## src/rtl/seg7_time_display.sv

```systemverilog
// rtl/seg7_time_display.sv - six-digit multiplexed seven-segment driver for the clock display
// Scans hh:mm:ss one digit at a time, blinks the edited field and flashes decimal points on alarm.
module seg7_time_display #(
   parameter int REFRESH_DIV  = 50000,
   parameter int BLINK_FRAMES = 50
) (
   input  logic       sys_clk,
   input  logic       rst_n,
   input  logic [4:0] hours_in,
   input  logic [5:0] minutes_in,
   input  logic [5:0] seconds_in,
   input  logic [2:0] display_mode_in,
   input  logic       alarm_active_in,
   output logic [5:0] an_n,
   output logic [6:0] seg_n,
   output logic       dp_n
);

   localparam int RW = (REFRESH_DIV > 1) ? $clog2(REFRESH_DIV) : 1;
   localparam int FW = (BLINK_FRAMES > 1) ? $clog2(BLINK_FRAMES) : 1;

   logic [RW-1:0] refresh_cnt;
   logic [2:0]    digit_idx;
   logic [FW-1:0] frame_cnt;
   logic          blink_phase;
   logic [4:0]    snap_hours;
   logic [5:0]    snap_minutes;
   logic [5:0]    snap_seconds;
   logic [2:0]    snap_mode;
   logic          snap_alarm;

   logic          tick;
   logic          frame_end;

   assign tick      = (refresh_cnt == RW'(REFRESH_DIV - 1));
   assign frame_end = tick && (digit_idx == 3'd5);

   function automatic logic [6:0] seg_code(input logic [3:0] v);
      case (v)
         4'd0:    seg_code = 7'h40;
         4'd1:    seg_code = 7'h79;
         4'd2:    seg_code = 7'h24;
         4'd3:    seg_code = 7'h30;
         4'd4:    seg_code = 7'h19;
         4'd5:    seg_code = 7'h12;
         4'd6:    seg_code = 7'h02;
         4'd7:    seg_code = 7'h78;
         4'd8:    seg_code = 7'h00;
         4'd9:    seg_code = 7'h10;
         default: seg_code = 7'h7F;
      endcase
   endfunction

   logic [4:0] hr_tens, hr_ones;
   logic [5:0] min_tens, min_ones, sec_tens, sec_ones;
   logic       hr_bad, min_bad, sec_bad;
   logic       hr_blink, min_blink, sec_blink;
   logic [3:0] digit;
   logic       field_bad, field_blink;
   logic [6:0] seg_next;
   logic [5:0] an_next;
   logic       dp_next;

   always_comb begin
      hr_tens   = snap_hours / 5'd10;
      hr_ones   = snap_hours % 5'd10;
      min_tens  = snap_minutes / 6'd10;
      min_ones  = snap_minutes % 6'd10;
      sec_tens  = snap_seconds / 6'd10;
      sec_ones  = snap_seconds % 6'd10;
      hr_bad    = (snap_hours > 5'd23);
      min_bad   = (snap_minutes > 6'd59);
      sec_bad   = (snap_seconds > 6'd59);
      hr_blink  = (snap_mode == 3'd1) || (snap_mode == 3'd4);
      min_blink = (snap_mode == 3'd2) || (snap_mode == 3'd5);
      sec_blink = (snap_mode == 3'd3);

      digit       = 4'd0;
      field_bad   = 1'b0;
      field_blink = 1'b0;
      case (digit_idx)
         3'd0: begin digit = sec_ones[3:0]; field_bad = sec_bad; field_blink = sec_blink; end
         3'd1: begin digit = sec_tens[3:0]; field_bad = sec_bad; field_blink = sec_blink; end
         3'd2: begin digit = min_ones[3:0]; field_bad = min_bad; field_blink = min_blink; end
         3'd3: begin digit = min_tens[3:0]; field_bad = min_bad; field_blink = min_blink; end
         3'd4: begin digit = hr_ones[3:0];  field_bad = hr_bad;  field_blink = hr_blink;  end
         3'd5: begin digit = hr_tens[3:0];  field_bad = hr_bad;  field_blink = hr_blink;  end
         default: ;
      endcase

      // A hidden blinking field blanks even when it would otherwise show a dash.
      if (blink_phase && field_blink)
         seg_next = 7'h7F;
      else if (field_bad)
         seg_next = 7'h3F;
      else
         seg_next = seg_code(digit);

      an_next = ~(6'b000001 << digit_idx);
      dp_next = snap_alarm ? blink_phase : !((digit_idx == 3'd2) || (digit_idx == 3'd4));
   end

   always_ff @(posedge sys_clk or negedge rst_n) begin
      if (!rst_n) begin
         refresh_cnt  <= '0;
         digit_idx    <= 3'd0;
         frame_cnt    <= '0;
         blink_phase  <= 1'b0;
         snap_hours   <= 5'd0;
         snap_minutes <= 6'd0;
         snap_seconds <= 6'd0;
         snap_mode    <= 3'd0;
         snap_alarm   <= 1'b0;
         an_n         <= 6'h3F;
         seg_n        <= 7'h7F;
         dp_n         <= 1'b1;
      end else begin
         an_n  <= an_next;
         seg_n <= seg_next;
         dp_n  <= dp_next;

         if (tick) begin
            refresh_cnt <= '0;
            digit_idx   <= (digit_idx == 3'd5) ? 3'd0 : digit_idx + 3'd1;
         end else begin
            refresh_cnt <= refresh_cnt + 1'b1;
         end

         // Inputs are frozen for the whole next frame so digit pairs never tear.
         if (frame_end) begin
            snap_hours   <= hours_in;
            snap_minutes <= minutes_in;
            snap_seconds <= seconds_in;
            snap_mode    <= display_mode_in;
            snap_alarm   <= alarm_active_in;
            if (frame_cnt == FW'(BLINK_FRAMES - 1)) begin
               frame_cnt   <= '0;
               blink_phase <= ~blink_phase;
            end else begin
               frame_cnt <= frame_cnt + 1'b1;
            end
         end
      end
   end

endmodule

```

## config.mk

```make
export PLATFORM = sky130hd
export DESIGN_NAME = seg7_time_display
export DESIGN_NICKNAME = d
export VERILOG_FILES = /design/src/rtl/seg7_time_display.sv
export SDC_FILE = /design/constraint.sdc
export NUM_CORES = 1
export LEC_CHECK = 0
export CAP_MARGIN = 30
export CORE_MARGIN = 1
export CORE_UTILIZATION = 55
export CTS_CLUSTER_DIAMETER = 50
export CTS_CLUSTER_SIZE = 40
export DETAILED_ROUTE_END_ITERATION = 16
export PLACE_DENSITY = 0.85
export SLEW_MARGIN = 25
export SYNTH_ARGS = -nofsm -noshare
export SYNTH_HDL_FRONTEND = slang
export SYNTH_SLANG_ARGS = --single-unit
```

## constraint.sdc

```tcl
create_clock -name sys_clk -period 4.6 [get_ports sys_clk]
set_clock_uncertainty 0.1 [all_clocks]
set_input_delay 1.38 -clock sys_clk [delete_from_list [all_inputs] [get_ports sys_clk]]
set_output_delay 1.38 -clock sys_clk [all_outputs]
set_load 0.05 [all_outputs]
```

After elaboration in Yosys (flattened, before gate mapping)
Memories as Yosys holds them, arrays and structs flattened.
Cells that the tools add are included.

word-level totals
  memory bits (read-only) = 112
  input port bits = 23
  register bits after elaboration = 61
  memories kept = 1
  word-level logic and storage cells = 60
  output and inout bits = 14

memory list
  name             words  width  rd ports  clocked after memory_dff  write ports  line  source
  (no name shown)  16     7      1         0                         0            39    case (v)

operators by class
  mux-type cells = 9
  reduce and logical (&&, ||, !) cells = 11
  shift-type cells = 1
  div/mod/pow operators = 6
  equal/unequal tests = 12
  $add $sub $neg = 3
  bitwise operators = 2
  order comparisons = 3

operators by type and width
  kind                                                                     number
  4-bit case mux with 6 select lines                                       1
  16-bit by 1-bit adder with 16-bit output (second input constant)         1
  16-bit equality test (second input constant)                             1
  16-bit 2-to-1 mux                                                        1
  7-bit 2-to-1 mux                                                         2
  6-bit by 4-bit divider with 6-bit output (second input constant)         2
  3-bit by 2-bit equality test with 1-bit output (second input constant)   4
  3-bit equality test (second input constant)                              4
  6-bit greater-than comparator (second input constant)                    2
  6-bit by 4-bit remainder unit with 6-bit output (second input constant)  2
  6-bit by 1-bit adder with 6-bit output (second input constant)           1
  3-bit by 1-bit equality test with 1-bit output (second input constant)   2
  6-bit equality test (second input constant)                              1
  6-bit 2-to-1 mux                                                         1
  6-bit NOT                                                                1
  1-bit case mux with 3 select lines                                       2
  2-bit OR reduction                                                       3
  1-bit by 3-bit left shift with 6-bit output (first input constant)       1
  5-bit by 4-bit divider with 5-bit output (second input constant)         1
  5-bit greater-than comparator (second input constant)                    1
  5-bit by 4-bit remainder unit with 5-bit output (second input constant)  1
  3-bit by 1-bit adder with 3-bit output (second input constant)           1
  3-bit zero test                                                          1
  1-bit logical OR                                                         3
  other kinds (6)                                                          7

Logic depth before layout (Yosys ltp)
Gate-level depths: netlist of the first run.

  depth in word-level cells = 5
  mapped depth = 18
  gate-level depth less buffers = 16

Least setup slack after synthesis of the first run
No wires, ideal clock.

  path kind = reg-to-reg
  from = register digit_idx[0]
  to = register seg_n[4]
  slack = 1357 ps
  setup time = 81 ps
  cell stages (with the launch flop) = 16
  arrival = 3061 ps
  cells stage by stage = dfrtp_1 buf_2 buf_6 inv_2 o32ai_2 nor2_4 inv_2 ha_1 inv_1 nor4_4 nor3_4 and4_1 a211o_4 ha_1 mux2_2 o211ai_1

on the way
  longest elaborated chain between the ends = 5
  elaborated cells on any way between the ends = 16

ends and longest elaborated chain
  what                                                                                 line    source
  from (decl)                                                                          23      logic [2:0] digit_idx;
  from (signal assigned)                                                               124     digit_idx <= (digit_idx == 3'd5) ? 3'd0 : digit_idx + 3'd1;
  3-bit equality test (tied with other cells)                                          81      case (digit_idx)
  4-bit case mux with 6 select lines / 2-bit OR reduction (equally long branches)      n/a
  memory read 16 x 7 bit / 1-bit case mux with 3 select lines (equally long branches)  n/a
  7-bit 2-to-1 mux / 1-bit logical AND (equally long branches)                         94, 92
  7-bit 2-to-1 mux (*)                                                                 92      if (blink_phase && field_blink)
  net seg_next[4]                                                                      60      logic [6:0] seg_next;
  to (signal assigned)                                                                 119     seg_n <= seg_next;
  to (decl)                                                                            15      output logic [6:0] seg_n,

The timed path passes the listed nets; every way through them passes the cells marked *.
A chain may end at the register's enable or synchronous reset.

Worst setup path in the final report of the first run
  from = register digit_idx[2]
  to = register seg_n[4]

Same word-level chain as after synthesis.

==> summary.txt, run 1 <==
status = complete, no violations
initial antenna violation count = 0
syn avg cell area = 9.36 um^2
die height = 83.5 um
cells along the critical path = inv_1 > a32oi_1 > nand2_2 > inv_4 > ha_1 > nor3_1 > o22ai_1 > a221o_1 > a2111o_1 > o21ai_2 > o21ai_0 > o211ai_1
Max-cap violations = 0
adder-cell share of the synthesized area = 0.0401
GPL Wtd Cong = 0.936
R2R Setup Slk = 700 ps
DRT Pass-1 Iters = 6
clk slew on worst S/H paths = 70 ps
clk_lat worst skew = 340 ps
Final HPWL DP = 5450 um
Rel. slew slack = 0.497
Synth Area in Simple Gates = 0.243
Setup crit start kind = flop
Static Leakage = 1.73 nW
pin count of the biggest net entering global routing = 33
setup tns final = 0 ps
final hold vios = 0
# rows = 29
Worst Setup SP = digit_idx[2]
fin crit period = 3900 ps
first-pass GRT wire length = 13200 um
H-tree lvl count = 3
Max Clk Rate = 256 MHz
r2r endpoint = seg_n[4]
core box area = 0.00639 mm^2
Congestion Overflow GR = 0
Layout Nets = 454
sequential fraction of the synthesis area = 0.423
syn nets = 423
CTS Sinks = 61
crit share post-route = 0.849
Critical Path Max Stage Delay = 800 ps
Worst path slowest cell = dfrtp_1
RSZ-0062 raised after global routing = no
IO Port Bufs = 36
mux cell area share after synthesis = 0.0302
Worst VDD drop = 0.000214 V
ant diodes = 0
Synth Area in Compound Gates = 0.170
R2R Path Start = digit_idx[2]
Worst setup endpoint = seg_n[4]
clk buf depth = 2
async set or reset register ratio after synthesis = 1.00
cts repair resizes = 0
number of synthesized flops with an enable pin = 0
Layout area overhead = 15.6%
die width = 83.5 um
Post-CTS Hold Buffers = 0
layout cells sized above 1 = 0.146
Die ar. = 0.00697 mm^2
number of synthesized register bits = 61
Synth Instances = 390
Crit Path Category = flop to flop
Critical Path Fanout Max = 18
Post-synth top flop = dfrtp_1
# DRC = 0
required time of the critical path = 4760 ps
CP arrival = 4060 ps
Avg WL per Cell = 15.0 um
Synth cell types = 72
Core Util, Final = 0.661
synthesized cell area = 0.00365 mm^2
Crit. End Element = flop
initial core utilization = 0.572
Finish-stage setup viols = 0
dominant cells by area after synthesis = dfrtp_1 (32%), dfstp_2 (10%), nand2_1 (8.6%), ha_1 (3.4%), nor2_1 (2.9%)
drt total wl = 7560 um
Post-Synth XOR/XNOR Area = 0.0453
TritonCTS clock tree = yes
post-CTS setup buffers = 0
PwrDens = 256 mW/mm^2
cell taking the most area after synthesis = dfrtp_1
vias in the first global route = 2870
main combinational cell family by area after synthesis = simple AND/OR/NAND/NOR gates
Vias = 2964
Slew Viols, Final = 0
gr usage total = 0.239
FF-to-FF path depth = 12
vias per inst = 5.89
Clock Root Buffer = clkbuf_8
DRT iter0 DRCs = 183
IO Count = 37
hold crit path type = flop to flop
CTS buffer count = 9
Yosys top cell area share = 0.322
DRT antenna net count = 0
worst-margin pin slew = 752 ps
yosys warns = 0
[how the worst min path moves through the flow]
stage | from | end | depth (start not counted)
2_1_floorplan | refresh_cnt[0] | refresh_cnt[0] | 1
3_3_place_gp | refresh_cnt[0] | refresh_cnt[0] | 1
3_5_place_dp | refresh_cnt[0] | refresh_cnt[0] | 1
4_1_cts | refresh_cnt[0] | refresh_cnt[0] | 1
5_1_grt | refresh_cnt[0] | refresh_cnt[0] | 1
6_report | refresh_cnt[0] | refresh_cnt[0] | 1
[metrics by stage]
step                power, mW  cells  worst slack [ps]  area (um^2)  hold slack [ps]
global route             1.11    503               432         4220              387
finish                   1.08    503               697         4220              356
floorplan               0.547    390              1360         3650              325
CTS                      1.09    502               759         4210              360
detailed placement      0.576    486               784         4000              351
global placement        0.575    486               913         4000              341
[layer usage]
layer	up-vias	track usage	wire length [um]
li1	1436	-	-
met1	1435	0.315	3430
met2	80	0.392	3660
met3	13	0.0495	351
met4	0	0.0832	123
met5	-	0	0
[cell type report]
type / instances / area [um^2]
Sequential cell: 61 / 1540
Timing Repair Buffer: 38 / 374
Clock buffer: 12 / 135
Fill cell: 491 / 2170
Inverter: 18 / 70.1
Tap cell: 77 / 96.3
Multi-Input combinational cell: 293 / 1930
Clock inverter: 4 / 72.6
[cells in the mapped netlist (3+ instances only)]
master	n
nand2_1	84
dfrtp_1	47
nor2_1	28
o21ai_0	16
inv_1	15
dfstp_2	14
a21oi_1	10
ha_1	10
nand3_1	10
clkbuf_1	9
xor2_1	9
and3_1	8
o211ai_1	8
xnor2_1	8
nor3_1	7
a221o_1	5
and2_1	5
buf_6	5
mux2i_1	5
o22ai_1	5
a31oi_1	4
mux2_2	4
nor4_1	4
o32ai_2	4
nand4_1	3
nor2b_1	3
o21ai_2	3
[registers in the layout (all words and copies together) (netlist names), 3 cells and up]
signal and flops:
frame_cnt 6, seg_n 7, snap_hours 5, digit_idx 3, snap_minutes 6, refresh_cnt 16
snap_mode 3, an_n 6, snap_seconds 6
[critical path: cells and delay by family (launching register included)]
kind            cells  cell delay, ps
compound gates      7            1770
fa+ha+maj           1             280
flops               1             800
buf+inv             2             430
simple gates        2             430
[layout by cell type (no fill, tap or decap), drive strengths merged, types with 4 or more instances in the layout]
cell / instances
clkdlybuf4s50: 35
nand2: 85
o32ai: 4
o211ai: 8
a21oi: 10
nor4: 6
nor2: 30
inv: 18
mux2: 5
nand2b: 4
dfstp: 14
clkbuf: 12
ha: 10
mux2i: 5
and2: 5
xor2: 9
a31oi: 4
a221o: 5
nand3: 10
o22ai: 5
dfrtp: 47
nor3: 8
o21ai: 20
and3: 8
xnor2: 9
[power by group]
group	internal, mW	switching [mW]
clock	0.305	0.208
combinational	0.0164	0.0123
sequential	0.537	0
total	0.858	0.220
[logic make-up (layout without fill, tap and decap cells)]
family / Yosys count / in the layout
adder cells (fa/ha/maj): 12 / 12
AND/OR/NAND/NOR: 176 / 176
flip-flops: 61 / 61
buffers and inverters: 36 / 72
AO/OA/AOI/OAI: 77 / 77
multiplexers: 10 / 10
XOR/XNOR: 18 / 18
Note: power is estimated with default switching activity, not from simulation.
==> inputs of run 2 (changes only) <==
--- a/config.mk
+++ b/config.mk
@@ -7,11 +7,11 @@
 export LEC_CHECK = 0
 export CAP_MARGIN = 30
 export CORE_MARGIN = 1
-export CORE_UTILIZATION = 55
+export CORE_UTILIZATION = 52
 export CTS_CLUSTER_DIAMETER = 50
 export CTS_CLUSTER_SIZE = 40
 export DETAILED_ROUTE_END_ITERATION = 16
-export PLACE_DENSITY = 0.85
+export PLACE_DENSITY = 0.84
 export SLEW_MARGIN = 25
 export SYNTH_ARGS = -nofsm -noshare
 export SYNTH_HDL_FRONTEND = slang
==> constraint.sdc (replaced) <==
create_clock -name sys_clk -period 3.5 [get_ports sys_clk]
set_clock_uncertainty 0.1 [all_clocks]
set_input_delay 1.05 -clock sys_clk [delete_from_list [all_inputs] [get_ports sys_clk]]
set_output_delay 1.05 -clock sys_clk [all_outputs]
set_load 0.05 [all_outputs]
==> summary.txt, run 2 (same netlist as run 1, synthesis figures left out) <==
Worst Hold End = refresh_cnt[0]
r2r endpoint = seg_n[4]
Max Clk Rate = 296 MHz (+15%)
IO Count = 37 (unchanged)
initial core utilization = 0.537 (-0.0343)
clk buf depth = 2 (unchanged)
ant diodes = 0 (unchanged)
setup tns final = 0 ps (unchanged)
Worst VDD drop = 0.000339 V (+58%)
Congestion Overflow GR = 0 (unchanged)
pin count of the biggest net entering global routing = 32 (-3.0%)
Hold Path Stages = 1 (unchanged)
area post-placement = 0.00418 mm^2 (+4.5%)
clk slew on worst S/H paths = 70 ps (about the same)
Rel. slew slack = 0.426 (-0.0717)
die width = 85.8 um (+2.8%)
DRT Pass-1 Iters = 5 (-1)
CP arrival = 3540 ps (-520 ps)
Critical Path Fanout Max = 10 (-8)
Worst path slowest cell = dfrtp_2
placed cell count = 524 (+7.8%)
cell mode on critical path = ha_1
Largest regs = refresh_cnt x16, seg_n x7
commonest non-fill, non-tap cells in the layout = nand2_1 (84), dfrtp_1 (44), clkdlybuf4s50_1 (35)
RSZ-0062 raised after global routing = yes
core box area = 0.00679 mm^2 (+6.4%)
CTS Sinks = 61 (unchanged)
post-CTS setup buffers = 0 (unchanged)
max reg flops = 16 (unchanged)
DRT antenna net count = 0 (unchanged)
IO Port Bufs = 36 (unchanged)
# rows = 30 (+3.4%)
layout cells sized above 1 = 0.196 (+0.0504)
R2R Setup Slk = 120 ps (-580 ps)
Avg WL per Cell = 14.9 um (-1.1%)
fin crit period = 3380 ps (-522 ps)
cts repair resizes = 0 (unchanged)
Finish-stage setup viols = 0 (unchanged)
vias in the first global route = 2825 (-1.6%)
Crit Path Category = flop to flop
FILL cells = 563 (+15%)
Crit. End Element = flop
Biggest register = refresh_cnt
Layout area overhead = 20.5%
Final HPWL DP = 5800 um (+6.4%)
first-pass GRT wire length = 13500 um (+1.8%)
fin area = 0.00440 mm^2 (+4.2%)
most common cell after layout, fill and taps aside = nand2_1
Slew Viols, Final = 0 (unchanged)
DRT iter0 DRCs = 175 (-4.4%)
H-tree lvl count = 3 (unchanged)
Post-CTS Hold Buffers = 0 (unchanged)
clk_lat worst skew = 350 ps (about the same)
Max-cap violations = 0 (unchanged)
Vias = 3022 (+2.0%)
status = complete, no violations
Setup crit start kind = flop
TritonCTS clock tree = yes
GPL Wtd Cong = 0.970 (+3.6%)
final hold vios = 0 (unchanged)
initial antenna violation count = 0 (unchanged)
CTS buffer count = 9 (unchanged)
crit share post-route = 0.966 (+0.118)
drt total wl = 8020 um (+6.2%)
hold crit path type = flop to flop
Clock Root Buffer = clkbuf_8
Total Power = 1.36 mW (+26%)
multi-input logic area = 0.00195 mm^2 (+1.2%)
Static Leakage = 1.80 nW (+4.4%)
Final Non-Filler Cells = 540 (+7.4%)
R2R Path Start = digit_idx[1]
Die ar. = 0.00736 mm^2 (+5.6%)
PwrDens = 309 mW/mm^2 (+21%)
Critical Path Max Stage Delay = 480 ps (-320 ps)
gr usage total = 0.237 (-0.00109)
die height = 85.8 um (+2.8%)
hold wc startpoint = refresh_cnt[0]
cells along the critical path = nand2b_4 > o32a_1 > nand2_2 > inv_4 > ha_1 > inv_2 > nor4_4 > nor3_4 > and4_1 > a211o_4 > ha_1 > mux2_2 > o211ai_1
required time of the critical path = 3660 ps (-1100 ps)
register area = 0.00155 mm^2 (+0.24%)
FF-to-FF path depth = 13 (+1)
vias per inst = 5.60 (-5.0%)
worst-margin pin slew = 851 ps (+98.6 ps)
# DRC = 0 (unchanged)
Layout Nets = 472 (+4.0%)
## run 2: cell count changes in the layout (fill, tap and decap cells not counted), moves of 2 or more
| cell | change |
|---|---|
| dfrtp_2 | +3 |
| o32ai_4 | +2 |
| buf_4 | +18 |
| dfrtp_1 | -3 |
| clkbuf_1 | -2 |
| o32ai_2 | -2 |
## run 2: power by group
group          switching [mW]  total, mW  internal, mW
clock network           0.285      0.612         0.327
logic                  0.0166     0.0397        0.0231
registers                   0      0.706         0.706
total                   0.302       1.36          1.06
## run 2: final cells by class
class                           instances  share of cell area
Clock buffer                           10              0.0290
Clock inverter                          6              0.0145
Inverter                               18              0.0159
Multi-Input combinational cell        293               0.444
Sequential cell                        61               0.352
Tap cell                               96              0.0273
Timing Repair Buffer                   56               0.118
## run 2: through the flow
stage / setup WS, ps / utilization / hold WS, ps
2_1_floorplan: 257 / - / 325
3_3_place_gp: 183 / 0.615 / 343
3_5_place_dp: 59.3 / 0.615 / 356
4_1_cts: 46.1 / 0.643 / 365
5_1_grt: 0.522 / 0.647 / 394
6_report: 119 / 0.647 / 363
## run 2: metal layers
layer | part of all wire | routed length [um] | vias up | GRT usage
li1 | - | - | 1466 | -
met1 | 0.45 | 3640 | 1462 | 0.320
met2 | 0.48 | 3840 | 79 | 0.375
met3 | 0.046 | 373 | 15 | 0.0626
met4 | 0.021 | 166 | 0 | 0.0773
met5 | 0 | 0 | - | 0
## run 2: worst max-delay path by stage
stage	startpoint	to
4_1_cts	digit_idx[1]	seg_n[4]
3_5_place_dp	digit_idx[1]	seg_n[4]
2_1_floorplan	digit_idx[0]	seg_n[4]
5_1_grt	digit_idx[1]	seg_n[2]
3_3_place_gp	digit_idx[1]	seg_n[4]
6_report	digit_idx[1]	seg_n[4]
## run 2: worst max-delay path, delay by kind of cell (launching register included)
family / cells / cell delay [ps]
and+or+nand+nor: 5 / 970
adders and majority gates: 2 / 530
DFF: 1 / 480
muxes: 1 / 270
buffers and inverters: 2 / 120
AOI/OAI and AO/OA: 3 / 820
